`src/rtl/maze_grid_tracker.sv`:
```
// Maze occupancy tracker: records robot tile visits from position packets and
// renders the per-tile state as a colour for each VGA pixel.
module maze_grid_tracker #(
    parameter int unsigned ROWS    = 4,
    parameter int unsigned COLS    = 5,
    parameter int unsigned TILE_PX = 50
) (
    input  logic       CLOCK,
    input  logic       RESET,
    input  logic       PKT_VALID,
    input  logic [3:0] PKT_ROW,
    input  logic [3:0] PKT_COL,
    output logic       PKT_READY,
    input  logic [9:0] PIXEL_X,
    input  logic [9:0] PIXEL_Y,
    output logic [7:0] PIXEL_COLOR,
    output logic [7:0] VISITED_COUNT,
    output logic       ALL_VISITED,
    output logic       PKT_ERR
);

    localparam int unsigned NT = ROWS * COLS;
    localparam int unsigned IW = $clog2(NT);
    localparam int unsigned CW = $clog2(NT + 1);

    localparam logic [1:0] T_UNVISITED = 2'b00;
    localparam logic [1:0] T_VISITED   = 2'b01;
    localparam logic [1:0] T_CURRENT   = 2'b10;

    localparam logic [7:0] C_UNVISITED = 8'b111_000_00;
    localparam logic [7:0] C_VISITED   = 8'b000_000_11;
    localparam logic [7:0] C_CURRENT   = 8'b000_111_00;
    localparam logic [7:0] C_OUTSIDE   = 8'b000_000_00;

    typedef enum logic [1:0] {
        IDLE   = 2'd0,
        DEMOTE = 2'd1,
        MARK   = 2'd2
    } state_e;

    state_e          state_q;
    logic [1:0]      tile_q [NT];
    logic [IW-1:0]   cap_idx_q;
    logic [IW-1:0]   cur_idx_q;
    logic            cur_vld_q;
    logic [CW-1:0]   count_q;
    logic            err_q;
    logic [7:0]      color_q;

    logic            pkt_in_range_c;
    logic [IW-1:0]   pkt_idx_c;
    logic [9:0]      pix_col_c;
    logic [9:0]      pix_row_c;
    logic            pix_in_grid_c;
    logic [IW-1:0]   pix_idx_c;
    logic [7:0]      color_d;

    // Packet decode: range check and flattened tile index
    always_comb begin
        pkt_in_range_c = (32'(PKT_ROW) < ROWS) && (32'(PKT_COL) < COLS);
        pkt_idx_c      = '0;
        if (pkt_in_range_c) begin
            pkt_idx_c = IW'(32'(PKT_ROW) * COLS + 32'(PKT_COL));
        end
    end

    // Update FSM; a tile write happens only in DEMOTE and MARK
    always_ff @(posedge CLOCK or posedge RESET) begin
        if (RESET) begin
            state_q   <= IDLE;
            cap_idx_q <= '0;
            cur_idx_q <= '0;
            cur_vld_q <= 1'b0;
            count_q   <= '0;
            err_q     <= 1'b0;
            for (int i = 0; i < int'(NT); i++) begin
                tile_q[i] <= T_UNVISITED;
            end
        end else begin
            case (state_q)
                IDLE: begin
                    if (PKT_VALID) begin
                        if (pkt_in_range_c) begin
                            cap_idx_q <= pkt_idx_c;
                            state_q   <= DEMOTE;
                        end else begin
                            err_q <= 1'b1;
                        end
                    end
                end
                DEMOTE: begin
                    if (cur_vld_q) begin
                        tile_q[cur_idx_q] <= T_VISITED;
                    end
                    state_q <= MARK;
                end
                MARK: begin
                    tile_q[cap_idx_q] <= T_CURRENT;
                    if (tile_q[cap_idx_q] == T_UNVISITED && count_q != CW'(NT)) begin
                        count_q <= count_q + CW'(1);
                    end
                    cur_idx_q <= cap_idx_q;
                    cur_vld_q <= 1'b1;
                    state_q   <= IDLE;
                end
                default: state_q <= IDLE;
            endcase
        end
    end

    // Pixel to tile mapping; reads the array before any same-edge write
    always_comb begin
        pix_col_c     = 10'(PIXEL_X / 10'(TILE_PX));
        pix_row_c     = 10'(PIXEL_Y / 10'(TILE_PX));
        pix_in_grid_c = (32'(pix_col_c) < COLS) && (32'(pix_row_c) < ROWS);
        pix_idx_c     = '0;
        color_d       = C_OUTSIDE;
        if (pix_in_grid_c) begin
            pix_idx_c = IW'(32'(pix_row_c) * COLS + 32'(pix_col_c));
            case (tile_q[pix_idx_c])
                T_UNVISITED: color_d = C_UNVISITED;
                T_VISITED:   color_d = C_VISITED;
                T_CURRENT:   color_d = C_CURRENT;
                default:     color_d = C_OUTSIDE;
            endcase
        end
    end

    always_ff @(posedge CLOCK or posedge RESET) begin
        if (RESET) begin
            color_q <= C_OUTSIDE;
        end else begin
            color_q <= color_d;
        end
    end

    assign PKT_READY     = (state_q == IDLE);
    assign PIXEL_COLOR   = color_q;
    assign VISITED_COUNT = 8'(count_q);
    assign ALL_VISITED   = (count_q == CW'(NT));
    assign PKT_ERR       = err_q;

endmodule

```
`config.mk`:
```
export PLATFORM = sky130hd
export DESIGN_NAME = maze_grid_tracker
export DESIGN_NICKNAME = d
export VERILOG_FILES = /design/src/rtl/maze_grid_tracker.sv
export SDC_FILE = /design/constraint.sdc
export NUM_CORES = 1
export LEC_CHECK = 0
export BUFFER_PORTS_ARGS = -buffer_cell sky130_fd_sc_hd__buf_2
export CAP_MARGIN = 20
export CORE_MARGIN = 2
export CORE_UTILIZATION = 55
export DETAILED_ROUTE_END_ITERATION = 8
export GPL_ROUTABILITY_DRIVEN = 0
export PLACE_DENSITY_LB_ADDON = 0.15
export SKIP_LAST_GASP = 1
export SYNTH_ARGS = -nofsm -noshare
export SYNTH_HDL_FRONTEND = slang
export SYNTH_SLANG_ARGS = --single-unit
```
`constraint.sdc`:
```
create_clock -name CLOCK -period 2.3 [get_ports CLOCK]
set_clock_uncertainty 0.05 [all_clocks]
set_input_delay 0.46 -clock CLOCK [delete_from_list [all_inputs] [get_ports CLOCK]]
set_output_delay 0.46 -clock CLOCK [all_outputs]
set_load 0.02 [all_outputs]
```
==> results.cfg <==
[status]
status = finished, violations left
violations = setup timing

[logic_synthesis]
synth_edf_count = 0
async_reset_ff_frac = 1.00
yosys.area.top_type = dfrtp_1
yosysUniqueCellTypes = 79
synthMuxAreaShare = 0.0768
ys_warn_count = 0
synthAdderAreaFrac = 0.0633
synth-xor-area-share = 0.0297
ys.flop_type = dfrtp_1
avgSynthCellArea_sq_um = 8.60
synthTopCellsByArea = dfrtp_1 (31%), mux4_2 (5.8%), a21oi_1 (5.8%)
synth_compound_area_frac = 0.250
synth_top_family_by_area = compound AO/OA/AOI/OAI gates
synth_top_area_frac = 0.309
yosysSeqAreaShare = 0.309
syn_inst = 584
synth_area_sq_um = 5020
yosys.area_share.simple = 0.210
ys_ff_latch = 62

[timing]
setup_viol = 3
fin_crit_ps = 4750
holdWs_ps = 102
rsz0062_at_grt = yes
fmax_mhz = 211
hold_viol = 0
finalWorstSetupSlack_ps = -2450
relSlewSlack = 0.624
timing_worst_slew_pin_value_ps = 563
fin_crit_sh = 2.06
maxSlewViolCount = 0

[run]
maxCapViolations = 0

[critical_path]
r2r-start = cap_idx_q[1]
crit_path_start_kind = input port
reg2reg_depth = 8
regToRegEndpoint = count_q[3]
end_kind = flip-flop
arrival_ps = 4970
crit_fanout = 11
crit_type = in -> reg
rrSetupSlack_ps = 170
cp.required_ps = 2520

[clock_tree]
clock_sinks = 62
clk_pin_slew_ps = 70
ctsHoldBuffers = 0
cts_max_level = 3
cts_root_buf = clkbuf_8
clockBufferDepth = 2
cts_tree = built
insertion_delay_ps = 340
cts_made_buffers = 9

[floorplanning]
start_util = 0.570
die_area_sq_um = 9910
placementRows = 34
die_y_microns = 99.5
core_sq_um = 8810
ioPinCount = 50
die_w_microns = 99.5

[drt]
dr.pass1.iters = 5
via_per_inst = 6.00
vias = 4955
final_antenna_net_count = 0
drt-initial-drc-count = 372
wirelength_microns = 13500
wire_per_inst_microns = 16.3
drc_errors = 0

[power_and_ir_drop]
ir_drop_mv = 0.622
p_per_area_nw_per_um2 = 738
cellLeakagePower_uw = 0.00299

[finish]
diodes = 0
fin_nets = 767
drive_gt1_frac = 0.347
fillers = 641
area_growth_pct = 29.6
finalNonFillerCells = 826

[grt]
grt_pass1_wl_microns = 22300
grt_max_degree = 63
grt_pass1_vias = 4715
antenna_found_initial = 0
overflow = 0
gr-usage-all-layers = 0.275

[placement]
dp.cells = 803
io_buffers = 44
hpwl_microns = 9910

[worst_hold_path]
min_path_type = in -> async
[state kept, by name, summed over array words and instances (netlist names)]
| name | cells |
|---|---|
| PIXEL_COLOR | 3 |
| PKT_ERR | 1 |
| cap_idx_q | 5 |
| count_q | 5 |
| cur_idx_q | 5 |
| cur_vld_q | 1 |
| state_q | 2 |
| tile_q | 40 |
[worst max-delay path by stage]
| stage | from | to | slack (ps) | depth (start not counted) |
|---|---|---|---|---|
| after floorplan | PIXEL_Y[6] | PIXEL_COLOR[4] | -2520 | 22 |
| after global placement | PIXEL_Y[6] | PIXEL_COLOR[4] | -2670 | 21 |
| after detailed placement | PIXEL_Y[6] | PIXEL_COLOR[6] | -2840 | 22 |
| after CTS | PIXEL_Y[5] | PIXEL_COLOR[6] | -2370 | 20 |
| after global routing | PIXEL_Y[6] | PIXEL_COLOR[4] | -2640 | 26 |
| final | PIXEL_Y[6] | PIXEL_COLOR[6] | -2450 | 22 |
[stage by stage]
| step | instance area [sq um] | setup WS [ps] | total power, uW | util | setup TNS, ps |
|---|---|---|---|---|---|
| after floorplan | 5140 | -2520 | 2940 | - | -7500 |
| after global placement | 6090 | -2670 | 3580 | 0.692 | -7950 |
| after detailed placement | 6090 | -2840 | 3660 | 0.692 | -8440 |
| after CTS | 6390 | -2370 | 4710 | 0.725 | -7010 |
| after global routing | 6510 | -2640 | 5100 | 0.739 | -7880 |
| final | 6510 | -2450 | 4800 | 0.739 | -7280 |
[layout by cell type (no fill, tap or decap), types with 5 or more instances in the layout]
cell type | Yosys | routed
nor2b_1 | 10 | 10
a21oi_1 | 58 | 54
ha_1 | 19 | 15
xnor2_1 | 14 | 13
a22o_1 | 17 | 17
clkbuf_8 | 0 | 12
o22ai_1 | 5 | 5
nand3_1 | 10 | 10
buf_2 | 6 | 42
nor2_1 | 38 | 38
buf_4 | 10 | 110
o21ai_0 | 34 | 34
and2_1 | 7 | 7
inv_1 | 25 | 20
dfrtp_1 | 62 | 61
and3_1 | 6 | 6
nand2_1 | 75 | 75
mux2i_1 | 7 | 5
nand4_1 | 6 | 6
nor3_1 | 23 | 22
nand2b_1 | 7 | 7
mux4_2 | 13 | 13
[report_power, final]
part	leakage [uW]	internal, uW	switching, uW
logic	0.00206	1260	1210
registers	0.000835	1230	215
clock network	0.0000954	476	403
[per-layer routing]
| metal | track usage | wire (microns) | vias to the layer above |
|---|---|---|---|
| met3 | 0.0520 | 713 | 19 |
| met1 | 0.362 | 5710 | 2384 |
| li1 | - | - | 2394 |
| met2 | 0.470 | 6840 | 158 |
| met5 | 0 | 0 | - |
| met4 | 0.0727 | 192 | 0 |
[layout make-up]
class / count / area [sq um] / area share
Inverter: 25 / 96.3 / 0.0148
Clock inverter: 3 / 17.5 / 0.00269
Timing Repair Buffer: 157 / 1120 / 0.172
Sequential cell: 62 / 1550 / 0.239
Clock buffer: 13 / 169 / 0.0260
Tap cell: 108 / 135 / 0.0208
Multi-Input combinational cell: 458 / 3420 / 0.525
[logic make-up after synthesis]
family,Yosys count
AO/OA/AOI/OAI,182
other,1
flip-flops,62
multiplexers,22
AND/OR/NAND/NOR,211
buffers and inverters,66
XOR/XNOR,17
adder cells (fa/ha/maj),23
[cells in the mapped netlist, types with 6 or more instances]
master	n
a211oi_1	8
a21oi_1	58
a22o_1	17
and2_1	7
and3_1	6
buf_2	6
buf_4	10
clkbuf_1	19
dfrtp_1	62
ha_1	19
inv_1	25
mux2i_1	7
mux4_2	13
nand2_1	75
nand2b_1	7
nand3_1	10
nand4_1	6
nor2_1	38
nor2b_1	10
nor3_1	23
o21ai_0	34
xnor2_1	14
[critical path, cell delays in order]
cell,delay [ps]
buf_8,100
buf_4,160
o211ai_1,290
o21ai_2,100
buf_4,150
buf_4,180
nor3_1,250
a21oi_2,100
buf_4,150
a22o_1,230
buf_4,140
nor3b_1,180
nor2_1,100
ha_1,280
inv_1,50
fa_1,520
inv_2,50
ha_4,300
xor2_4,200
mux4_2,520
mux2_4,300
nor3b_2,170
[timing repair]
item                       CTS  global route
setup buffers                5             2
pin swaps                   17            12
setup endpoints to repair    3             8
resized for setup           14            20
Note: power is estimated with default switching activity, not from simulation.
